==> config.mk <==
export PLATFORM = sky130hd
export DESIGN_NAME = dclk_monitor_flat
export DESIGN_NICKNAME = d
export VERILOG_FILES = /design/src/rtl/dclk_monitor_if.sv /design/src/rtl/dclk_monitor.sv /design/src/flat_wrapper.sv
export SDC_FILE = /design/constraint.sdc
export NUM_CORES = 1
export LEC_CHECK = 0
export BUFFER_PORTS_ARGS = -buffer_cell sky130_fd_sc_hd__buf_2
export CAP_MARGIN = 20
export CORE_ASPECT_RATIO = 1.1
export CORE_MARGIN = 4
export CORE_UTILIZATION = 48
export DETAILED_ROUTE_END_ITERATION = 8
export PLACE_DENSITY = 0.8
export SYNTH_ARGS = -nofsm -noshare
export SYNTH_HDL_FRONTEND = slang
export SYNTH_SLANG_ARGS = --single-unit
==> constraint.sdc <==
create_clock -name clk_i -period 2.6 [get_ports clk_i]
set_input_delay 0.39 -clock clk_i [delete_from_list [all_inputs] [get_ports clk_i]]
set_output_delay 0.39 -clock clk_i [all_outputs]
set_load 0.01 [all_outputs]
==> src/rtl/dclk_monitor_if.sv <==
// dclk_monitor_if: divided-clock input, control and status outputs of the clock monitor
interface dclk_monitor_if #(
    parameter int CW = 8,
    parameter int PW = 16
);
    logic          dclk_i;
    logic          clr_i;
    logic [CW-1:0] mod_i;
    logic          tick_o;
    logic [CW-1:0] cnt_o;
    logic          tc_o;
    logic [PW-1:0] period_o;
    logic          period_vld_o;
    logic          stall_o;

    modport master (
        output dclk_i, clr_i, mod_i,
        input  tick_o, cnt_o, tc_o, period_o, period_vld_o, stall_o
    );

    modport slave (
        input  dclk_i, clr_i, mod_i,
        output tick_o, cnt_o, tc_o, period_o, period_vld_o, stall_o
    );
endinterface

==> src/rtl/dclk_monitor.sv <==
// dclk_monitor: re-times a gated divided clock as data and derives tick, modulo event count,
// period in system clocks and a stall flag
module dclk_monitor #(
    parameter int CW        = 8,
    parameter int PW        = 16,
    parameter int STALL_LIM = 1024
) (
    input logic           clk_i,
    input logic           rstn_i,
    dclk_monitor_if.slave mon
);
    logic          s1_q, s2_q, s3_q;
    logic [1:0]    warm_q, warm_d;
    logic          armed_q, armed_d;
    logic [PW-1:0] per_cnt_q, per_cnt_d;
    logic          tick_q;
    logic [CW-1:0] cnt_q, cnt_d;
    logic          tc_q, tc_d;
    logic [PW-1:0] period_q, period_d;
    logic          period_vld_q, period_vld_d;
    logic          stall_q, stall_d;
    logic          rise, wrap, clr;

    // edges are ignored until the synchroniser holds only post-reset samples
    assign rise = s2_q & ~s3_q & (warm_q == 2'd3);
    assign wrap = cnt_q >= mon.mod_i - CW'(1);
    assign clr  = mon.clr_i;

    always_comb begin
        warm_d       = (warm_q == 2'd3) ? warm_q : warm_q + 2'd1;
        cnt_d        = clr ? '0 : rise ? (wrap ? '0 : cnt_q + CW'(1)) : cnt_q;
        tc_d         = ~clr & rise & wrap;
        armed_d      = ~clr & (armed_q | rise);
        period_vld_d = ~clr & rise & armed_q;
        period_d     = period_vld_d ? per_cnt_q : period_q;
        per_cnt_d    = clr ? '0 : rise ? PW'(1) : (&per_cnt_q ? per_cnt_q : per_cnt_q + PW'(1));
        stall_d      = ~clr & ~rise & (stall_q | (per_cnt_q >= PW'(STALL_LIM)));
    end

    always_ff @(posedge clk_i) begin
        if (!rstn_i) begin
            s1_q         <= 1'b0;
            s2_q         <= 1'b0;
            s3_q         <= 1'b0;
            warm_q       <= '0;
            armed_q      <= 1'b0;
            per_cnt_q    <= '0;
            tick_q       <= 1'b0;
            cnt_q        <= '0;
            tc_q         <= 1'b0;
            period_q     <= '0;
            period_vld_q <= 1'b0;
            stall_q      <= 1'b0;
        end else begin
            s1_q         <= mon.dclk_i;
            s2_q         <= s1_q;
            s3_q         <= s2_q;
            warm_q       <= warm_d;
            armed_q      <= armed_d;
            per_cnt_q    <= per_cnt_d;
            tick_q       <= rise;
            cnt_q        <= cnt_d;
            tc_q         <= tc_d;
            period_q     <= period_d;
            period_vld_q <= period_vld_d;
            stall_q      <= stall_d;
        end
    end

    assign mon.tick_o       = tick_q;
    assign mon.cnt_o        = cnt_q;
    assign mon.tc_o         = tc_q;
    assign mon.period_o     = period_q;
    assign mon.period_vld_o = period_vld_q;
    assign mon.stall_o      = stall_q;
endmodule

==> src/flat_wrapper.sv <==
// flat-port wrapper written by rule: the top's interface ports become plain ports
module dclk_monitor_flat 
#(
    parameter int CW        = 8,
    parameter int PW        = 16,
    parameter int STALL_LIM = 1024
)
  (clk_i, rstn_i, mon_dclk_i, mon_clr_i, mon_mod_i, mon_tick_o, mon_cnt_o, mon_tc_o, mon_period_o, mon_period_vld_o, mon_stall_o);
  dclk_monitor_if #(.CW(CW), .PW(PW)) mon_i ();
  input logic clk_i;
  input logic rstn_i;
  input wire logic [$bits(mon_i.dclk_i)-1:0] mon_dclk_i;
  input wire logic [$bits(mon_i.clr_i)-1:0] mon_clr_i;
  input wire logic [$bits(mon_i.mod_i)-1:0] mon_mod_i;
  output wire logic [$bits(mon_i.tick_o)-1:0] mon_tick_o;
  output wire logic [$bits(mon_i.cnt_o)-1:0] mon_cnt_o;
  output wire logic [$bits(mon_i.tc_o)-1:0] mon_tc_o;
  output wire logic [$bits(mon_i.period_o)-1:0] mon_period_o;
  output wire logic [$bits(mon_i.period_vld_o)-1:0] mon_period_vld_o;
  output wire logic [$bits(mon_i.stall_o)-1:0] mon_stall_o;
  assign mon_i.dclk_i = mon_dclk_i;
  assign mon_i.clr_i = mon_clr_i;
  assign mon_i.mod_i = mon_mod_i;
  assign mon_tick_o = mon_i.tick_o;
  assign mon_cnt_o = mon_i.cnt_o;
  assign mon_tc_o = mon_i.tc_o;
  assign mon_period_o = mon_i.period_o;
  assign mon_period_vld_o = mon_i.period_vld_o;
  assign mon_stall_o = mon_i.stall_o;
  dclk_monitor #(.CW(CW), .PW(PW), .STALL_LIM(STALL_LIM)) u_core (.clk_i(clk_i), .rstn_i(rstn_i), .mon(mon_i));
endmodule
==> flow_results.org <==
** Critical path
- CP max stage delay :: 0.27 ns
- Critical Path AT :: 2.37 ns
- Data on the critical path is required at its endpoint by roughly 2.8 ns.
- Walking the worst path, the cells encountered are buf_2 -> nor2_1 -> nand3_1 -> nor4_1 -> xnor2_1 -> ha_1 -> a21oi_1 -> o21a_1 -> o31ai_1 -> buf_4 -> o31a_1 -> mux2i_1.
- The worst register-to-register path ends at u_core.mon.cnt_o[5]$_SDFFE_PP0P_.
- CP endpoint kind :: flop
- Type of element launching the critical path :: primary input
- Worst-path fanout max :: 5
- By startpoint and endpoint, the worst setup path is classified as primary input to flop.
- Minimum setup slack among reg-to-reg paths :: about 0.54 ns
- Cell type of the slowest stage on the worst timing path :: sky130_fd_sc_hd__nor4_1
- For the worst flop-to-flop path, the logic depth is 8.
- The startpoint identified for the worst register-to-register timing path is u_core.mon.cnt_o[0]$_SDFFE_PP0P_.

** Detailed routing
- Detailed routing inserted a total of about 2100 vias.
- Pre-antenna DRT Iters :: 4
- Wire length per cell :: 13.1 µm
- Post-route DRC violation count :: 0
- After the first detailed-routing iteration, the DRC count stood at 107.
- Routed wire length :: about 5000 µm
- Via density per instance :: 5.49
- Once detail routing completed, the nets flagged for antenna violations numbered 0.

** GRT
- For this run the aggregate overflow at the end of global routing stands at 0.
- Wire length of the first global-routing pass :: 8680 µm
- Global routing consumed, over all layers together, 17.8% of the routing resources.
- Entering global routing, the biggest net connects 23 pins.
- Vias in the first global route :: 2018
- Number of antenna violations at the first check in global routing :: 0

** Synthesis
- Share of flip-flops with an asynchronous set or reset :: 0%
- After technology mapping, the gate count stands at 286.
- Most used flip-flop cell after synthesis :: sky130_fd_sc_hd__dfxtp_1
- Post-synthesis net count :: 311
- Sequential elements use 41.1% of the synthesized area.
- In this run the cell area of the synthesized design comes to ~0.0024 mm².
- In this run, synthesis produced a sequential element count of 50.
- Yosys synthesis warning count :: 0
- Synthesized area per cell :: about 8.5 µm²
- The number of different library cells used by synthesis comes to a little over 40.
- Counting flops with a built-in enable in the synthesized netlist gives 0.

** STA
- Min Clock Period, post-route :: 2.13 ns
- For the final database, setup skew stands at about 0.0052 ns.
- Post-Route Hold Slack :: around 0.30 ns
- Fin. Hold Viols :: 0
- RSZ-0062 raised after global routing :: no
- Slew headroom :: 62.8%
- Pin slew with the least headroom to its limit :: about 0.56 ns
- After layout, the worst path uses 81.9% of the clock period.
- Based on the critical path, the design can be clocked at up to ~470 MHz.
- The number of max-slew violations in the final report was 0.
- For the final routed database, the setup TNS stands at 0 ns.
- Setup-violating endpoint count in the final report :: 0
- Setup ws final :: around 0.47 ns

** CTS
- Worst skew pair latency :: ~0.31 ns
- Clock-pin slew was measured on the worst setup and hold paths at ~0.090 ns.
- The H-tree was split into 2 levels.
- # Post-CTS Setup Buffers :: 0
- In this run the deepest clock path goes through 2 buffers.
- Cell at the root of the clock tree :: sky130_fd_sc_hd__clkbuf_8
- CTS Hold Bufs :: 0
- TritonCTS created 5 clock buffers.
- In this run, post-CTS repair resized a total of 0 instances.
- For this design, the sink count on the clock tree is 50.
- TritonCTS built the clock tree.

** Pwr
- The internal portion of the total power is 1.04 mW.
- Post-layout power :: 1.36 mW
- Areal power density over the cells :: slightly below 500 mW/mm²
- Per report_power, the clock group accounts for roughly 36% of the total.
- Part of the power in registers :: 57.5%
- In this run the static leakage power is 1.08 nW.
- Combinational Power Share :: 7.0%
- Net switching is roughly a quarter of the power.
- Net Sw Power :: around 0.32 mW
- The worst-case IR drop observed on VDD is around 0.00031 V.

** Placed design
- At the end of routability-driven placement, the weighted congestion stood at 0.879.
- Count of port buffers added during placement :: 39
- Estimated wirelength of the detail-placed design :: roughly 3900 µm
- Worst-case setup slack after placement :: ~0.13 ns

** Layout
- The area growth from synthesis to layout is 14.5%.
- The number of antenna diodes in the final layout is 0.
- Final-stage net count :: 351
- The multi-input combinational cells in the finished layout cover a total of 0.00135 mm².
- The filler cells instantiated in the layout total about 430.
- The sequential cells in the finished layout cover a total of about 0.0010 mm².
- Share of cells above drive strength 1 :: about 18%

** Hold path
- Worst hold stages :: 2
- The worst hold path terminates at u_core.s1_q$_SDFF_PN0_.
- The worst hold path belongs to the class primary input to flop.
- Worst min-delay path startpoint :: mon_dclk_i

** Floorplan
- Top-Level Pins :: 40
- Die Width :: about 76 µm
- Initial Utilization :: around half
- Overall die height :: between 80 and 90 µm
- Core Rows :: 26
- Die Area :: 0.00627 mm²
- Area of the core :: 0.00478 mm²

** Job
- Across the run, the number of max-cap violations was 0.

** Status
- The run finished with clean final reports.
-- synth_stat cells (2+ instances only) --
library cell               number  area share [%]
sky130_fd_sc_hd__dfxtp_1       50              41
sky130_fd_sc_hd__nand2_1       49             7.6
sky130_fd_sc_hd__nand3_1       19             3.9
sky130_fd_sc_hd__nor2_1        17             2.6
sky130_fd_sc_hd__ha_1          13             6.7
sky130_fd_sc_hd__a21oi_1       12             2.5
sky130_fd_sc_hd__a21boi_1      10             3.1
sky130_fd_sc_hd__nor3_1        10             2.1
sky130_fd_sc_hd__xnor2_1       10             3.6
sky130_fd_sc_hd__inv_1          9             1.4
sky130_fd_sc_hd__and2_1         7             1.8
sky130_fd_sc_hd__nand4_1        7             1.8
sky130_fd_sc_hd__o21ai_0        7             1.4
sky130_fd_sc_hd__a21boi_0       6             1.9
sky130_fd_sc_hd__clkbuf_1       6            0.93
sky130_fd_sc_hd__buf_2          5             1.0
sky130_fd_sc_hd__mux2i_1        5             2.1
sky130_fd_sc_hd__xor2_1         5             1.8
sky130_fd_sc_hd__nand2b_1       4             1.0
sky130_fd_sc_hd__nor2b_1        4             1.0
sky130_fd_sc_hd__and3_1         3            0.77
sky130_fd_sc_hd__nor4_1         3            0.77
sky130_fd_sc_hd__a31oi_1        2            0.51
sky130_fd_sc_hd__nand4_2        2             1.0
sky130_fd_sc_hd__o21a_1         2            0.62
sky130_fd_sc_hd__o22ai_1        2            0.51
sky130_fd_sc_hd__o31a_1         2            0.72
sky130_fd_sc_hd__o31ai_1        2            0.62
-- state kept, by name (all words and copies together), names as in the netlist, 2 cells and up --
name                 cells
u_core.mon.period_o     16
u_core.per_cnt_q        16
u_core.warm_q            2
u_core.mon.cnt_o         8
-- power groups by stage --
| stage | combinational (mW) | sequential, mW | clock (mW) |
|---|---|---|---|
| finish | 0.0955 | 0.783 | 0.483 |
| global placement | 0.0924 | 0.801 | 0 |
| floorplan | 0.0682 | 0.800 | 0 |
| detailed placement | 0.0965 | 0.801 | 0 |
| global route | 0.111 | 0.785 | 0.525 |
| CTS | 0.0971 | 0.783 | 0.495 |
-- cell families after synthesis --
logic type               count (synthesis)  share of synthesized area [%]
adder cells (fa/ha/maj)                 13                           6.68
AND/OR/NAND/NOR                        133                           27.6
flip-flops                              50                           41.1
multiplexers                             5                           2.06
XOR/XNOR                                15                           5.40
buffers and inverters                   20                           3.34
AO/OA/AOI/OAI                           50                           13.8
-- worst max path at each step --
stage,startpoint,end,cells after the start
finish,mon_mod_i[3],u_core.mon.cnt_o[5]$_SDFFE_PP0P_,12
global route,mon_mod_i[3],u_core.mon.cnt_o[4]$_SDFFE_PP0P_,11
CTS,mon_mod_i[3],u_core.mon.cnt_o[5]$_SDFFE_PP0P_,12
detailed placement,mon_mod_i[3],u_core.mon.cnt_o[5]$_SDFFE_PP0P_,12
global placement,mon_mod_i[0],u_core.mon.cnt_o[7]$_SDFFE_PP0P_,11
floorplan,mon_mod_i[0],u_core.mon.cnt_o[3]$_SDFFE_PP0P_,11
-- final cells by class --
| type | count | share of cell area [%] |
|---|---|---|
| timing repair buffer | 44 | 8.35 |
| multi-input combinational | 216 | 48.5 |
| clock inverter | 2 | 0.583 |
| clock buffer | 6 | 2.96 |
| inverter | 9 | 1.21 |
| tap | 56 | 2.51 |
| sequential | 50 | 35.9 |
-- critical path: cells and delay by family --
family          cells  cell delay (ns)
compound gates      4             0.61
mux                 1             0.12
buf+inv             2             0.27
fa+ha+maj           1             0.27
xor+xnor            1             0.17
simple gates        3             0.54
-- layout by cell type (no fill, tap or decap), types with 4 or more instances in the layout --
cell and n:
sky130_fd_sc_hd__and2_1 7, sky130_fd_sc_hd__nand2b_1 4, sky130_fd_sc_hd__a21oi_1 12, sky130_fd_sc_hd__xor2_1 5, sky130_fd_sc_hd__o21ai_0 7, sky130_fd_sc_hd__nor2_1 17
sky130_fd_sc_hd__a21boi_1 10, sky130_fd_sc_hd__nand4_1 7, sky130_fd_sc_hd__nand3_1 19, sky130_fd_sc_hd__xnor2_1 10, sky130_fd_sc_hd__nor2b_1 4, sky130_fd_sc_hd__buf_2 39
sky130_fd_sc_hd__mux2i_1 5, sky130_fd_sc_hd__ha_1 13, sky130_fd_sc_hd__dfxtp_1 50, sky130_fd_sc_hd__clkbuf_8 6, sky130_fd_sc_hd__buf_4 5, sky130_fd_sc_hd__a21boi_0 6
sky130_fd_sc_hd__nor3_1 10, sky130_fd_sc_hd__inv_1 9, sky130_fd_sc_hd__nand2_1 49
-- stage by stage --
stage / utilization, % / instances / instance area [µm²]
final: 58.3 / 383 / 2790
after global routing: 58.3 / 383 / 2790
after CTS: 58.3 / 383 / 2790
after detailed placement: 56.2 / 375 / 2690
after global placement: 56.2 / 375 / 2690
after floorplan: - / 286 / 2430
-- routing by layer --
layer,global-route usage [%],part of all wire (%)
met5,0,0
met4,5.24,1.1
met3,3.75,5.0
met2,32.2,51
met1,20.7,43
Power figures use the tool's default switching activity.
